## src/rtl/matrix_scan_sched.sv

```systemverilog
// matrix_scan_sched: round-robin frame scheduler and blanked row scanner for a 4x4 matrix
module matrix_scan_sched #(
    parameter int DWELL_CYCLES = 1000,
    parameter int BLANK_CYCLES = 2,
    parameter int DWELL_W      = 16
) (
    input  logic        clk,
    input  logic        rst_n,
    input  logic        p1_req,
    input  logic [15:0] p1_pattern,
    input  logic        p2_req,
    input  logic [15:0] p2_pattern,
    output logic        p1_gnt,
    output logic        p2_gnt,
    output logic [3:0]  row_n,
    output logic [3:0]  col,
    output logic        frame_start,
    output logic [1:0]  owner
);
    typedef enum logic [1:0] {LOAD, SHOW, BLANK} state_t;
    localparam logic [DWELL_W-1:0] DWELL_LD  = DWELL_W'(DWELL_CYCLES - 1);
    localparam logic [DWELL_W-1:0] BLANK_LD  = DWELL_W'(BLANK_CYCLES > 0 ? BLANK_CYCLES - 1 : 0);
    localparam bit                 HAS_BLANK = BLANK_CYCLES > 0;
    state_t             state, state_d;
    logic [1:0]         row, row_d;
    logic [DWELL_W-1:0] cnt, cnt_d;
    logic [15:0]        frame_buf, buf_d;
    logic [3:0]         row_n_d, col_d;
    logic               last_p2;
    logic               load;
    // LOAD is gated by rst_n so nothing pulses while reset is held
    assign load        = state == LOAD && rst_n;
    assign frame_start = load;
    assign p1_gnt      = load && p1_req && (!p2_req || last_p2);
    assign p2_gnt      = load && p2_req && (!p1_req || !last_p2);
    always_comb begin
        state_d = state;
        row_d   = row;
        cnt_d   = cnt;
        if (state == LOAD) begin
            state_d = SHOW;
            row_d   = 2'd0;
            cnt_d   = DWELL_LD;
        end else if (cnt != '0) begin
            cnt_d = cnt - DWELL_W'(1);
        end else if (state == SHOW && HAS_BLANK) begin
            state_d = BLANK;
            cnt_d   = BLANK_LD;
        end else if (row == 2'd3) begin
            state_d = LOAD;
        end else begin
            state_d = SHOW;
            row_d   = row + 2'd1;
            cnt_d   = DWELL_LD;
        end
        buf_d   = p1_gnt ? p1_pattern : p2_gnt ? p2_pattern : frame_buf;
        // outputs are decoded from the next state so they register in step with it
        row_n_d = state_d == SHOW ? ~(4'b0001 << row_d) : 4'hF;
        col_d   = state_d == SHOW ? buf_d[{row_d, 2'b00} +: 4] : 4'h0;
    end
    always_ff @(posedge clk) begin
        if (!rst_n) begin
            state     <= LOAD;
            row       <= 2'd0;
            cnt       <= '0;
            frame_buf <= 16'h0;
            owner     <= 2'b00;
            last_p2   <= 1'b1;
            row_n     <= 4'hF;
            col       <= 4'h0;
        end else begin
            state     <= state_d;
            row       <= row_d;
            cnt       <= cnt_d;
            frame_buf <= buf_d;
            owner     <= p1_gnt ? 2'b01 : p2_gnt ? 2'b10 : owner;
            last_p2   <= p2_gnt ? 1'b1 : p1_gnt ? 1'b0 : last_p2;
            row_n     <= row_n_d;
            col       <= col_d;
        end
    end
endmodule

```

## config.mk

```make
export PLATFORM = sky130hd
export DESIGN_NAME = matrix_scan_sched
export DESIGN_NICKNAME = d
export VERILOG_FILES = /design/src/rtl/matrix_scan_sched.sv
export SDC_FILE = /design/constraint.sdc
export NUM_CORES = 1
export LEC_CHECK = 0
export ABC_AREA = 0
export BUFFER_PORTS_ARGS = -buffer_cell sky130_fd_sc_hd__buf_2
export CAP_MARGIN = 0
export CORE_ASPECT_RATIO = 0.9
export CORE_MARGIN = 4
export CORE_UTILIZATION = 54
export DETAILED_ROUTE_END_ITERATION = 10
export PLACE_DENSITY = 0.79
export SYNTH_ARGS = -nofsm -noshare
export SYNTH_HDL_FRONTEND = slang
export SYNTH_SLANG_ARGS = --single-unit
```

## constraint.sdc

```tcl
create_clock -name clk -period 2.15 [get_ports clk]
set_input_delay 0.215 -clock clk [delete_from_list [all_inputs] [get_ports clk]]
set_output_delay 0.215 -clock clk [all_outputs]
set_load 0.03 [all_outputs]
```

==> impl_metrics.json, run 1 <==
{
  "vias": 2211,
  "yosys.area.top_type": "dfxtp_1",
  "postLayoutCoreUtil": 0.673,
  "dpl.hpwl_mm": 3.96,
  "syn_to_final_growth_pct": 19.6,
  "ys_seq_elements": 47,
  "final.setup.tns_ns": 0,
  "cts_resized": 2,
  "rows": 22,
  "ant_nets": 0,
  "slew_headroom": 0.688,
  "p_leak_nw": 1.14,
  "synth_nets": 318,
  "dp_cells": 372,
  "drive_above_1_share": 0.277,
  "post_dp_cell_area_sq_mm": 0.00265,
  "firstDrtPassIters": 4,
  "post-cts-setup-buffers": 0,
  "wl_per_cell_um": 14.2,
  "io_pins": 49,
  "numCtsBuffers": 5,
  "synth.distinct_cells": 43,
  "yosysMostFrequentCell": "dfxtp_1",
  "via_per_inst": 5.82,
  "multi_input_area_sq_mm": 0.00129,
  "grt_pass1_vias": 1992,
  "worstSetupPathType": "reg2out",
  "synth-seq-area-share": 0.405,
  "async_flop_share": 0,
  "yosys_warnings": 0,
  "period_share": 0.954,
  "gp_congestion": 0.868,
  "antenna_cells": 0,
  "worstHoldPathType": "in2reg",
  "hold_viol": 0,
  "slowest_delay_ns": 0.41,
  "synth_common_cells": "47 x dfxtp_1, 26 x nand2_1, 22 x nand3_1",
  "total_power_mw": 1.91,
  "slew_violations": 0,
  "status": "finished clean",
  "cts_buffer_depth": 2,
  "coreArea_sq_mm": 0.00413,
  "skew_ns": 0.00980,
  "nets": 369,
  "insertion_delay_ns": 0.31,
  "path_max_fanout": 12,
  "dieArea_sq_mm": 0.00542,
  "hold_buffers": 0,
  "die_h_um": 70.2,
  "synthCells": 280,
  "syn-cell-area_sq_mm": 0.00232,
  "start_kind": "flop",
  "drv_cap": 0,
  "cts_tree": "yes",
  "peakVddDrop_v": 0.000468,
  "slowest_stage": "or3b_1",
  "wirelength_mm": 5.40,
  "antenna_found_initial": 0,
  "fmax_mhz": 487,
  "nFillCells": 369,
  "die_w_um": 77.1,
  "start_util": 0.563,
  "remaining_drc_errors": 0,
  "fin_cells": 380,
  "ys.flop_type": "dfxtp_1",
  "grt_start_max_net_pins": 33,
  "fin_area_sq_mm": 0.00278,
  "final.min_clock_period_ns": 2.05,
  "synth-edff-count": 0,
  "seq_area_sq_um": 941,
  "power_density_mw_per_mm2": 689,
  "synth_area_per_cell_sq_um": 8.30,
  "clock-sinks": 47,
  "grt.total_usage": 0.206,
  "root_buffer": "clkbuf_8",
  "path_clk_slew_ns": 0.09,
  "tightestPinTransition_ns": 0.466,
  "cp-end-kind": "output pin",
  "grt_overflow": 0,
  "worstPathRequired_ns": 1.93,
  "synth.area.top_cells": "dfxtp_1 40%, nand3_1 4.7%, nand2_1 4.2%, nor4_1 4.0%, o21ai_0 3.7%",
  "drtIter0Drc": 145,
  "htreeDepth": 2,
  "grt_pass1_wl_mm": 9.23,
  "worstPathCellList": "or3b_1 -> or3_4 -> buf_4 -> inv_1 -> clkbuf_4",
  "setup_violations": 0,
  "io_buffer_count": 48,
  "synth_top_area_share": 0.405,
  "arrival_ns": 1.84
}
metrics by stage:
stage / worst slack (ns) / hold WS, ns
after global routing: -0.00268 / 0.196
after floorplan: 0.230 / 0.371
after CTS: 0.0404 / 0.164
final: 0.0980 / 0.168
after detailed placement: 0.000722 / 0.443
after global placement: 0.0867 / 0.437
metal layers:
| metal | up-vias | global-route usage | part of all wire |
|---|---|---|---|
| li1 | 1122 | - | - |
| met1 | 1020 | 0.300 | 0.49 |
| met2 | 61 | 0.307 | 0.44 |
| met3 | 8 | 0.0541 | 0.057 |
| met4 | 0 | 0.0415 | 0.011 |
| met5 | - | 0 | 0 |
cell families (layout without fill, tap and decap cells):
logic type	Yosys count	in the layout	share of synthesized area
DFF	47	47	0.405
adders and majority gates	2	2	0.0108
xor gates and xnor gates	9	9	0.0339
and+or+nand+nor	123	123	0.282
buffers and inverters	27	79	0.0495
AOI/OAI and AO/OA	72	72	0.219
flip-flops by register name, indices dropped and copies added, names as in the netlist:
register	flops
cnt	16
frame_buf	16
col	4
row_n	4
owner	2
row	2
state	2
last_p2	1
critical path, delay by kind of cell (launching register included):
| family | cells | cell delay (ns) |
|---|---|---|
| flops | 1 | 0.32 |
| buf+inv | 3 | 0.40 |
| simple gates | 2 | 0.81 |
where the power goes:
| part | internal, mW | switching, mW |
|---|---|---|
| sequential | 0.927 | 0.0371 |
| combinational | 0.169 | 0.214 |
| clock | 0.263 | 0.304 |
| total | 1.36 | 0.555 |
cell type report:
cell class | count | share of cell area
multi-input combinational | 206 | 0.466
sequential | 47 | 0.339
timing repair buffer | 63 | 0.128
clock buffer | 6 | 0.0297
tap | 48 | 0.0216
inverter | 8 | 0.0108
clock inverter | 2 | 0.00585
cells in the final DEF (no fill, tap or decap), types with 3 or more instances in the layout:
cell type	instances
dfxtp_1	47
buf_2	47
nand2_1	25
nand3_1	22
nor2_1	17
o21ai_0	17
nor4_1	15
buf_4	15
a21oi_1	13
and2_1	11
a31oi_1	8
inv_1	7
nor2b_1	7
xnor2_1	6
clkbuf_8	6
a21boi_0	4
a31o_2	4
nor3_1	4
a31oi_2	4
a22oi_1	4
o221ai_1	4
o211a_1	4
nand4b_1	3
nand2b_1	3
or3_1	3
xor2_1	3
final timing paths:
check / endpoint / from / slack [ns] / cells after the start
hold reg to reg: owner[0] / owner[0] / 0.45 / 2
setup / recovery: p1_gnt / state[1] / 0.1 / 5
hold / removal: frame_buf[2] / p1_pattern[2] / 0.17 / 2
setup reg to reg: col[0] / state[1] / 0.17 / 8
No activity file was read; power rests on OpenSTA's default activity.
==> inputs of run 2 (changes only) <==
==> constraint.sdc (replaced) <==
create_clock -name clk -period 2.15 [get_ports clk]
set_input_delay 0.1075 -clock clk [delete_from_list [all_inputs] [get_ports clk]]
set_output_delay 0.1075 -clock clk [all_outputs]
set_load 0.03 [all_outputs]
==> run 2 against run 1 <==
- sequential cell count unchanged
- wire length increased by 6.4%
- non-clock buffer count increased by 1
==> impl_metrics.json, run 2 (synthesis gave the netlist of run 1 again) <==
{
  "htreeDepth": 2,
  "grt_overflow": 0,
  "die_w_um": 77.1,
  "start_util": 0.563,
  "dpl.hpwl_mm": 4.17,
  "grt_pass1_vias": 2108,
  "die_h_um": 70.2,
  "power_switching_mw": 0.558,
  "io_buffer_count": 48,
  "numCtsBuffers": 5,
  "final.min_clock_period_ns": 1.98,
  "ant_nets": 0,
  "via_per_inst": 5.95,
  "worstSetupPathType": "reg2out",
  "setup_violations": 0,
  "cp-end-kind": "output pin",
  "start_kind": "flop",
  "io_pins": 49,
  "antenna_found_initial": 0,
  "total_power_mw": 1.99,
  "remaining_drc_errors": 0,
  "power.internal_mw": 1.44,
  "syn_to_final_growth_pct": 20.0,
  "period_share": 0.922,
  "dieArea_sq_mm": 0.00542,
  "tightestPinTransition_ns": 0.439,
  "clock-sinks": 47,
  "seq_area_sq_um": 941,
  "coreArea_sq_mm": 0.00413,
  "drv_cap": 0,
  "vias": 2262,
  "status": "finished clean",
  "antenna_cells": 0,
  "cts_buffer_depth": 2,
  "worstPathRequired_ns": 2.04,
  "top_regs": "cnt x16, frame_buf x16",
  "final.setup.tns_ns": 0,
  "skew_ns": 0.0117,
  "rsz0062_at_grt": "false",
  "slew_headroom": 0.705,
  "wl_per_cell_um": 15.1,
  "grt_pass1_wl_mm": 9.60,
  "root_buffer": "clkbuf_8",
  "nFillCells": 356,
  "fmax_mhz": 505,
  "switching_share": 0.280,
  "p_leak_nw": 1.15,
  "grt_start_max_net_pins": 33,
  "gp_congestion": 0.840,
  "hold_buffers": 0,
  "multi_input_area_sq_mm": 0.00129,
  "pwr-share-seq": 0.484,
  "grt.total_usage": 0.216,
  "hold_viol": 0,
  "mostFrequentLayoutCells": "48 x buf_2, 47 x dfxtp_1, 26 x nand2_1, 22 x nand3_1",
  "insertion_delay_ns": 0.32,
  "grt_use_met1": 0.293,
  "worstHoldPathType": "in2reg",
  "firstDrtPassIters": 4,
  "postLayoutCoreUtil": 0.675,
  "use_met3": 0.0464,
  "layout_commonest_cell": "buf_2",
  "rows": 22,
  "clockPowerShare": 0.321,
  "peakVddDrop_v": 0.000508,
  "met2_usage": 0.336,
  "busiest_layer": "met2",
  "wirelength_mm": 5.74,
  "drive_above_1_share": 0.271,
  "arrival_ns": 1.87,
  "slew_violations": 0,
  "cts_tree": "yes",
  "drtIter0Drc": 197,
  "power_density_mw_per_mm2": 715,
  "hold_slack_ns": 0.0563,
  "p_comb_frac": 0.195,
  "path_clk_slew_ns": 0.08,
  "nets": 370,
  "path_max_fanout": 24
}
-- run 2: changes by cell type in the layout (fill, tap and decap cells not counted), sizes merged --
cell,change
clkinv,-1
clkbuf,-2
bufinv,+1
buf,+2
-- run 2: timing repair --
item	4_1_cts	5_1_grt
endpoints found under the setup margin	5	11
buffers inserted	0	0
resized for setup	2	4
pin swaps	0	0
-- run 2: power groups by stage --
stage / registers, mW / logic (mW) / clock network, mW
floorplan: 0.997 / 0.243 / 0
global placement: 0.981 / 0.371 / 0
detailed placement: 0.984 / 0.379 / 0
CTS: 0.964 / 0.384 / 0.652
global route: 0.972 / 0.429 / 0.683
finish: 0.965 / 0.389 / 0.639
-- run 2: final cells by class --
cell class,count,share of cell area
Multi-Input combinational cell,206,0.463
Sequential cell,47,0.338
Timing Repair Buffer,64,0.129
Clock buffer,5,0.0247
Tap cell,48,0.0215
Clock inverter,2,0.0135
Inverter,8,0.0108
-- run 2: critical path, cell delays in order (launching register included) --
cell	delay, ns
dfxtp_1	0.31
or3b_1	0.41
buf_4	0.23
inv_1	0.09
nand2_1	0.16
inv_2	0.15
buf_2	0.21
-- run 2: worst paths after layout --
kind	startpoint	cells after the start	slack, ns	to
hold reg to reg	owner[0]	2	0.46	owner[0]
setup reg to reg	cnt[0]	7	0.18	col[0]
setup / recovery	state[1]	6	0.17	p2_gnt
hold / removal	p1_pattern[2]	2	0.06	frame_buf[2]
-- run 2: stage by stage --
| stage | std cells | setup slack (ns) | instance area, sq um |
|---|---|---|---|
| after detailed placement | 373 | -0.130 | 2660 |
| after CTS | 380 | 0.00353 | 2770 |
| after global placement | 373 | 0.0832 | 2660 |
| after floorplan | 280 | 0.230 | 2320 |
| final | 380 | 0.169 | 2790 |
| after global routing | 380 | 0.0247 | 2790 |
-- run 2: layer usage --
layer  wire length, um  up-vias
met5                 0        -
met3               333       11
li1                  -     1121
met1              2660     1058
met4               102        0
met2              2650       72
